### config.mk
export PLATFORM = sky130hd
export DESIGN_NAME = hazard_ctrl_flat
export DESIGN_NICKNAME = d
export VERILOG_FILES = /design/src/rtl/hazard_ctrl_if.sv /design/src/rtl/hazard_ctrl.sv /design/src/flat_wrapper.sv
export SDC_FILE = /design/constraint.sdc
export NUM_CORES = 1
export LEC_CHECK = 0
export ABC_AREA = 0
export ABC_CLOCK_PERIOD_IN_PS = 2500
export CAP_MARGIN = 20
export CORE_MARGIN = 5
export CORE_UTILIZATION = 30
export DETAILED_ROUTE_END_ITERATION = 7
export PLACE_DENSITY_LB_ADDON = 0.25
export SLEW_MARGIN = 30
export SYNTH_ARGS = -nofsm -noshare
export SYNTH_HDL_FRONTEND = slang
export SYNTH_SLANG_ARGS = --single-unit
### constraint.sdc
create_clock -name clk -period 2.5 [get_ports clk]
set_clock_uncertainty 0.1 [all_clocks]
set_input_delay 0.5 -clock clk [delete_from_list [all_inputs] [get_ports clk]]
set_output_delay 0.5 -clock clk [all_outputs]
set_load 0.02 [all_outputs]
### src/rtl/hazard_ctrl_if.sv
// Pipeline hazard-control bundle: ID/EX/MEM hazard inputs, data-memory handshake, stage controls.
// Latency: pure wiring, no storage.
// Backpressure: dmem_ready acknowledges dmem_req; stage enables carry hold/advance back to the pipeline.
interface hazard_ctrl_if;
    // Decode-stage operand usage
    logic [4:0]  id_rs1;
    logic [4:0]  id_rs2;
    logic        id_use_rs1;
    logic        id_use_rs2;
    // Execute-stage load destination and mispredict resolution
    logic        ex_mem_read;
    logic [4:0]  ex_rd;
    logic        modify_pc_ex;
    // Memory-stage access and data-memory handshake
    logic        mem_read_mem;
    logic        mem_write_mem;
    logic        dmem_ready;
    logic        dmem_req;
    // Stage-register capture enables
    logic        pc_en;
    logic        if_id_en;
    logic        id_ex_en;
    logic        ex_mem_en;
    logic        mem_wb_en;
    // Bubble insertion
    logic        if_id_flush;
    logic        id_ex_flush;
    logic        mem_wb_flush;
    // Status
    logic        mem_err;
    logic [31:0] stall_cycles;

    // Pipeline / environment side: drives hazard sources, consumes controls
    modport master (
        output id_rs1, id_rs2, id_use_rs1, id_use_rs2,
        output ex_mem_read, ex_rd, modify_pc_ex,
        output mem_read_mem, mem_write_mem, dmem_ready,
        input  dmem_req, pc_en, if_id_en, id_ex_en, ex_mem_en, mem_wb_en,
        input  if_id_flush, id_ex_flush, mem_wb_flush, mem_err, stall_cycles
    );

    // Hazard controller side
    modport slave (
        input  id_rs1, id_rs2, id_use_rs1, id_use_rs2,
        input  ex_mem_read, ex_rd, modify_pc_ex,
        input  mem_read_mem, mem_write_mem, dmem_ready,
        output dmem_req, pc_en, if_id_en, id_ex_en, ex_mem_en, mem_wb_en,
        output if_id_flush, id_ex_flush, mem_wb_flush, mem_err, stall_cycles
    );
endinterface

### src/rtl/hazard_ctrl.sv
// Pipeline hazard controller: memory-wait stall with timeout abort, mispredict flush, load-use bubble.
// Latency: all enables/flushes/dmem_req are combinational from state and inputs; only state is registered.
// Backpressure: a pending data access without dmem_ready freezes every stage until ready or timeout.
module hazard_ctrl #(
    parameter int unsigned TIMEOUT = 16
) (
    input  logic          clk,
    input  logic          rst,
    hazard_ctrl_if.slave  hz
);

    typedef enum logic {
        IDLE     = 1'b0,
        MEM_WAIT = 1'b1
    } state_t;

    // wait_cnt holds the number of request cycles already spent on the current
    // access; the IDLE cycle that first raised the request counts as one, so the
    // abort lands on request cycle number TIMEOUT.
    localparam logic [7:0] WAIT_LAST = 8'(TIMEOUT - 1);

    state_t      state_q, state_d;
    logic [7:0]  wait_cnt_q, wait_cnt_d;
    logic [31:0] stall_cycles_q, stall_cycles_d;

    logic mem_acc;
    logic in_wait;
    logic timeout_hit;
    logic dmem_req_int;
    logic mem_stall;
    logic abort;
    logic load_use;
    logic rs1_hit;
    logic rs2_hit;

    // Hazard terms shared by the FSM, the stage controls and the stall counter
    always_comb begin
        mem_acc      = hz.mem_read_mem | hz.mem_write_mem;
        in_wait      = (state_q == MEM_WAIT);
        // >= keeps TIMEOUT=1 from waiting forever (counter is already 1 in MEM_WAIT)
        timeout_hit  = in_wait & (wait_cnt_q >= WAIT_LAST);
        dmem_req_int = ~rst & (in_wait | mem_acc);
        mem_stall    = dmem_req_int & ~hz.dmem_ready & ~timeout_hit;
        // Ready on the last allowed cycle still completes the access normally
        abort        = ~rst & timeout_hit & ~hz.dmem_ready;
        rs1_hit      = hz.id_use_rs1 & (hz.id_rs1 == hz.ex_rd);
        rs2_hit      = hz.id_use_rs2 & (hz.id_rs2 == hz.ex_rd);
        load_use     = hz.ex_mem_read & (hz.ex_rd != 5'd0) & (rs1_hit | rs2_hit);
    end

    // Next-state and wait counter: leave MEM_WAIT on completion or timeout
    always_comb begin
        state_d    = state_q;
        wait_cnt_d = wait_cnt_q;
        unique case (state_q)
            IDLE: begin
                wait_cnt_d = 8'd0;
                if (mem_acc && !hz.dmem_ready) begin
                    state_d    = MEM_WAIT;
                    wait_cnt_d = 8'd1;
                end
            end
            MEM_WAIT: begin
                if (hz.dmem_ready || timeout_hit) begin
                    state_d    = IDLE;
                    wait_cnt_d = 8'd0;
                end else begin
                    wait_cnt_d = wait_cnt_q + 8'd1;
                end
            end
            default: begin
                state_d    = IDLE;
                wait_cnt_d = 8'd0;
            end
        endcase
    end

    // Saturating count of cycles the pipeline was frozen by memory
    always_comb begin
        stall_cycles_d = stall_cycles_q;
        if (mem_stall && (stall_cycles_q != 32'hFFFF_FFFF)) begin
            stall_cycles_d = stall_cycles_q + 32'd1;
        end
    end

    // State registers with asynchronous reset
    always_ff @(posedge clk or posedge rst) begin
        if (rst) begin
            state_q        <= IDLE;
            wait_cnt_q     <= 8'd0;
            stall_cycles_q <= 32'd0;
        end else begin
            state_q        <= state_d;
            wait_cnt_q     <= wait_cnt_d;
            stall_cycles_q <= stall_cycles_d;
        end
    end

    // Stage controls by priority: reset, memory stall, mispredict, load-use, advance
    always_comb begin
        hz.pc_en        = 1'b0;
        hz.if_id_en     = 1'b0;
        hz.id_ex_en     = 1'b0;
        hz.ex_mem_en    = 1'b0;
        hz.mem_wb_en    = 1'b0;
        hz.if_id_flush  = 1'b0;
        hz.id_ex_flush  = 1'b0;
        hz.mem_wb_flush = 1'b0;
        if (!rst && !mem_stall) begin
            hz.pc_en        = 1'b1;
            hz.if_id_en     = 1'b1;
            hz.id_ex_en     = 1'b1;
            hz.ex_mem_en    = 1'b1;
            hz.mem_wb_en    = 1'b1;
            // An aborted access must not write back stale load data
            hz.mem_wb_flush = abort;
            if (hz.modify_pc_ex) begin
                hz.if_id_flush = 1'b1;
                hz.id_ex_flush = 1'b1;
            end else if (load_use) begin
                // Hold IF/ID and PC, push a bubble into EX for one cycle
                hz.pc_en       = 1'b0;
                hz.if_id_en    = 1'b0;
                hz.id_ex_flush = 1'b1;
            end
        end
    end

    assign hz.dmem_req     = dmem_req_int;
    assign hz.mem_err      = abort;
    assign hz.stall_cycles = stall_cycles_q;

    // A timeout abort always discards the MEM/WB result
    a_err_flush: assert property (@(posedge clk) disable iff (rst)
        hz.mem_err |-> hz.mem_wb_flush);

    // A frozen pipeline never inserts bubbles
    a_stall_no_flush: assert property (@(posedge clk) disable iff (rst)
        !hz.pc_en && !hz.ex_mem_en |-> !hz.if_id_flush && !hz.id_ex_flush && !hz.mem_wb_flush);

endmodule

### src/flat_wrapper.sv
// flat-port wrapper written by rule: the top's interface ports become plain ports
module hazard_ctrl_flat 
#(
    parameter int unsigned TIMEOUT = 16
)
  (clk, rst, hz_id_rs1, hz_id_rs2, hz_id_use_rs1, hz_id_use_rs2, hz_ex_mem_read, hz_ex_rd, hz_modify_pc_ex, hz_mem_read_mem, hz_mem_write_mem, hz_dmem_ready, hz_dmem_req, hz_pc_en, hz_if_id_en, hz_id_ex_en, hz_ex_mem_en, hz_mem_wb_en, hz_if_id_flush, hz_id_ex_flush, hz_mem_wb_flush, hz_mem_err, hz_stall_cycles);
  hazard_ctrl_if hz_i ();
  input  logic clk;
  input  logic rst;
  input wire logic [$bits(hz_i.id_rs1)-1:0] hz_id_rs1;
  input wire logic [$bits(hz_i.id_rs2)-1:0] hz_id_rs2;
  input wire logic [$bits(hz_i.id_use_rs1)-1:0] hz_id_use_rs1;
  input wire logic [$bits(hz_i.id_use_rs2)-1:0] hz_id_use_rs2;
  input wire logic [$bits(hz_i.ex_mem_read)-1:0] hz_ex_mem_read;
  input wire logic [$bits(hz_i.ex_rd)-1:0] hz_ex_rd;
  input wire logic [$bits(hz_i.modify_pc_ex)-1:0] hz_modify_pc_ex;
  input wire logic [$bits(hz_i.mem_read_mem)-1:0] hz_mem_read_mem;
  input wire logic [$bits(hz_i.mem_write_mem)-1:0] hz_mem_write_mem;
  input wire logic [$bits(hz_i.dmem_ready)-1:0] hz_dmem_ready;
  output wire logic [$bits(hz_i.dmem_req)-1:0] hz_dmem_req;
  output wire logic [$bits(hz_i.pc_en)-1:0] hz_pc_en;
  output wire logic [$bits(hz_i.if_id_en)-1:0] hz_if_id_en;
  output wire logic [$bits(hz_i.id_ex_en)-1:0] hz_id_ex_en;
  output wire logic [$bits(hz_i.ex_mem_en)-1:0] hz_ex_mem_en;
  output wire logic [$bits(hz_i.mem_wb_en)-1:0] hz_mem_wb_en;
  output wire logic [$bits(hz_i.if_id_flush)-1:0] hz_if_id_flush;
  output wire logic [$bits(hz_i.id_ex_flush)-1:0] hz_id_ex_flush;
  output wire logic [$bits(hz_i.mem_wb_flush)-1:0] hz_mem_wb_flush;
  output wire logic [$bits(hz_i.mem_err)-1:0] hz_mem_err;
  output wire logic [$bits(hz_i.stall_cycles)-1:0] hz_stall_cycles;
  assign hz_i.id_rs1 = hz_id_rs1;
  assign hz_i.id_rs2 = hz_id_rs2;
  assign hz_i.id_use_rs1 = hz_id_use_rs1;
  assign hz_i.id_use_rs2 = hz_id_use_rs2;
  assign hz_i.ex_mem_read = hz_ex_mem_read;
  assign hz_i.ex_rd = hz_ex_rd;
  assign hz_i.modify_pc_ex = hz_modify_pc_ex;
  assign hz_i.mem_read_mem = hz_mem_read_mem;
  assign hz_i.mem_write_mem = hz_mem_write_mem;
  assign hz_i.dmem_ready = hz_dmem_ready;
  assign hz_dmem_req = hz_i.dmem_req;
  assign hz_pc_en = hz_i.pc_en;
  assign hz_if_id_en = hz_i.if_id_en;
  assign hz_id_ex_en = hz_i.id_ex_en;
  assign hz_ex_mem_en = hz_i.ex_mem_en;
  assign hz_mem_wb_en = hz_i.mem_wb_en;
  assign hz_if_id_flush = hz_i.if_id_flush;
  assign hz_id_ex_flush = hz_i.id_ex_flush;
  assign hz_mem_wb_flush = hz_i.mem_wb_flush;
  assign hz_mem_err = hz_i.mem_err;
  assign hz_stall_cycles = hz_i.stall_cycles;
  hazard_ctrl #(.TIMEOUT(TIMEOUT)) u_core (.clk(clk), .rst(rst), .hz(hz_i));
endmodule
==> summary.txt <==
Setup path
  • Setup slack, reg-to-reg: 340 ps
  • CP Class: input pin to primary output
  • CP max stage delay: 470 ps
  • Crit path max-delay family: buffers and inverters
  • CP bufs+invs: 2
  • Cell Chain, Critical Path: clkdlybuf4s50_1, nor3_2, or3_4, nor2_4, nor2_4, a21boi_1, buf_4
  • Worst EP arrival: between 1500 and 2000 ps
  • Crit path max fanout: 5
  • Worst R2R End: u_core.hz.stall_cycles[29]
  • R2r startpoint: u_core.hz.stall_cycles[11]
  • Crit path from: hz_mem_read_mem
  • Startpoint Class: input pin
  • FF-to-FF path depth: 6
  • CP dominant cell by count: nor2_4
  • Worst path required time: 1900 ps
  • Slowest stage cell, crit path: clkdlybuf4s50_1
  • Endpoint class of the critical path: primary output

Detailed routing
  • Pre-antenna DRT Iters: 4
  • DR vias: 1889
  • DRT iter0 DRCs: 28
  • Via/cell ratio: 4.62
  • Detail Route Antenna Nets: 0
  • WL/cell: 13.8 um
  • DRC: 0
  • WL final: 5650 um

Clocking
  • TritonCTS buffer count: 5
  • CTS tree: built
  • Clk Tree Root Cell: clkbuf_8
  • Setup Buffers After CTS: 0
  • CTS Buffer Depth: 2
  • Clk sinks: 41
  • H-Tree Depth: 2
  • Hold_buf cts: 0
  • Worst-Skew Late Latency: 290 ps
  • Clock Pin Slew Worst Setup and Hold Paths: ~70 ps

Pwr
  • Leakage: 1.40 nW
  • Tot Pwr: 0.00158 W
  • P per Cell Area: 482 mW/mm^2
  • VDD IR max: 0.000357 V

Floorplan
  • Core ar.: 0.00721 mm^2
  • Die height: roughly 96 um
  • Row count: 31
  • Die ar.: 0.00917 mm^2
  • Number of I/O pins: 66
  • Die X: 95.8 um
  • Starting Density: a little under a third

Hold path
  • Hold path start: u_core.hz.stall_cycles[8]
  • Worst hold path class: flop to flop
  • Hold path depth: 1
  • Hold path endpoint: u_core.hz.stall_cycles[8]

Timing
  • Final setup TNS: 0 ps
  • Final WS setup: 51.4 ps
  • Pins Over Slew Limit: 0
  • Slew of the pin with the lowest slew margin: ~600 ps
  • WHS: about 410 ps
  • RSZ-0062 raised after global routing: true
  • Final setup viols: 0
  • Tmin final: ~2400 ps
  • Worst slew margin: between 50% and 60%
  • Final Hold Vio Count: 0
  • Period utilization: just under 100%
  • Max Freq: approximately 410 MHz

Cells and area
  • Fillers: 719
  • Final net count: ~340
  • Design area: roughly 0.0033 mm^2
  • Diodes inserted: 0
  • Ratio of cells with drive above 1 in the final layout: 19.0%
  • Layout area overhead: 48.4%

Logic synthesis
  • Mean Syn Cell Area: ~10 um^2
  • Most common cell in the netlist: dfrtp_1
  • FFs w/ async S/R, synth: 100%
  • Sequential fraction of the synthesis area: 46.5%
  • Post-synthesis cell type count: 39
  • Post-Syn Area: 0.00221 mm^2
  • Warnings from Yosys: 0
  • Number of enable flip-flop cells after synthesis: 0
  • Synth top area cells: dfrtp_1 47%, xnor2_1 8.7%, xor2_1 8.3%, nand3_1 3.9%, nor3_1 3.6%
  • Commonest cells post-synth: 41 x dfrtp_1, 22 x xnor2_1, 21 x xor2_1, 17 x nand2_1, 17 x nand3_1
  • Yosys top cell by area: dfrtp_1
  • Post-synth top flop: dfrtp_1
  • Syn Inst Count: between 200 and 250
  • Yosys reg bits: 41
  • Top cell type's share of synthesized area: 46.5%

Place
  • GPL Wtd Cong: 0.758
  • IO Port Bufs: 65
  • Detailed Place HPWL: 4290 um
  • Cell Area, Placed: 0.00316 mm^2
  • Worst slack at placement: -670 ps

Global route
  • Vias in the first global route: 1911
  • Total GRT Usage: 12.7%
  • Largest net degree at the start of global routing: 42
  • First-pass GRT wire length: a little under 9000 um
  • Gr ovfl total: 0
  • Antenna violations before repair: 0

Run
  • Max cap viols: 0

Status
  • Status: finished, final reports clean
==> power breakdown <==
part / leakage, nW / switching [W] / internal, W
Sequential: 0.538 / 0.0000618 / 0.000709
Clock: 0.0443 / 0.000212 / 0.000219
Combinational: 0.819 / 0.000183 / 0.000191
==> kinds of logic (layout without fill, tap and decap cells) <==
group	Yosys count	count (layout)	synth area share (%)
buffers and inverters	14	105	3.29
other	1	4	0.170
adder cells (fa/ha/maj)	2	2	1.13
AND/OR/NAND/NOR	105	105	27.3
multiplexers	1	1	0.510
XOR/XNOR	43	43	17.1
AO/OA/AOI/OAI	9	9	4.03
flip-flops	41	41	46.5
==> cell type report <==
type                    instances  area [um^2]  area share (%)
inverters                       6         22.5           0.688
flip-flops and latches         41         1030            31.3
repair buffers                 92          840            25.6
clock buffers                   7         86.3            2.64
multi-input cells             164         1170            35.9
well taps                      99          124            3.78
==> registers in the layout (all words and copies together) (netlist names) <==
register and flops:
u_core.in_wait 1, u_core.wait_cnt_q 8, u_core.hz.stall_cycles 32
==> how the worst max path moves through the flow <==
stage / to / slack, ps / cells past startpoint
floorplan: hz_pc_en / 30 / 7
global placement: hz_if_id_en / -620 / 5
detailed placement: hz_id_ex_flush / -670 / 7
CTS: hz_if_id_en / 7 / 7
global route: hz_if_id_en / -30 / 7
finish: hz_id_ex_flush / 50 / 7
==> through the flow <==
step,instances,utilization [%]
after floorplan,219,-
after global placement,402,43.8
after detailed placement,402,43.8
after CTS,409,45.1
after global routing,409,45.4
final,409,45.4
==> layout by cell type (no fill, tap or decap), drive strengths merged, types with 2 or more instances in the layout <==
cell,instances
clkdlybuf4s50,42
or2,2
clkdlybuf4s15,12
nand4,12
and3,6
nor3,19
a211oi,2
nor4,7
or4,2
xor2,21
or3,4
dfrtp,41
and4,3
dlygate4sd2,4
nor2,9
nand3,17
a21boi,2
clkbuf,10
ha,2
nand2,17
conb,4
buf,30
xnor2,22
inv,6
nor3b,2
==> repair_timing <==
item                                    4_1_cts  5_1_grt
pin swaps                                     7        9
gates cloned                                  0        0
endpoints found under the setup margin       10        5
resized for setup                            50       16
==> routing by layer <==
| metal | global-route usage, % | share of wire, % |
|---|---|---|
| met3 | 3.28 | 3.5 |
| met5 | 0 | 0 |
| met4 | 4.38 | 1.5 |
| met1 | 15.7 | 44 |
| met2 | 21.3 | 51 |
Note: power is estimated with default switching activity, not from simulation.
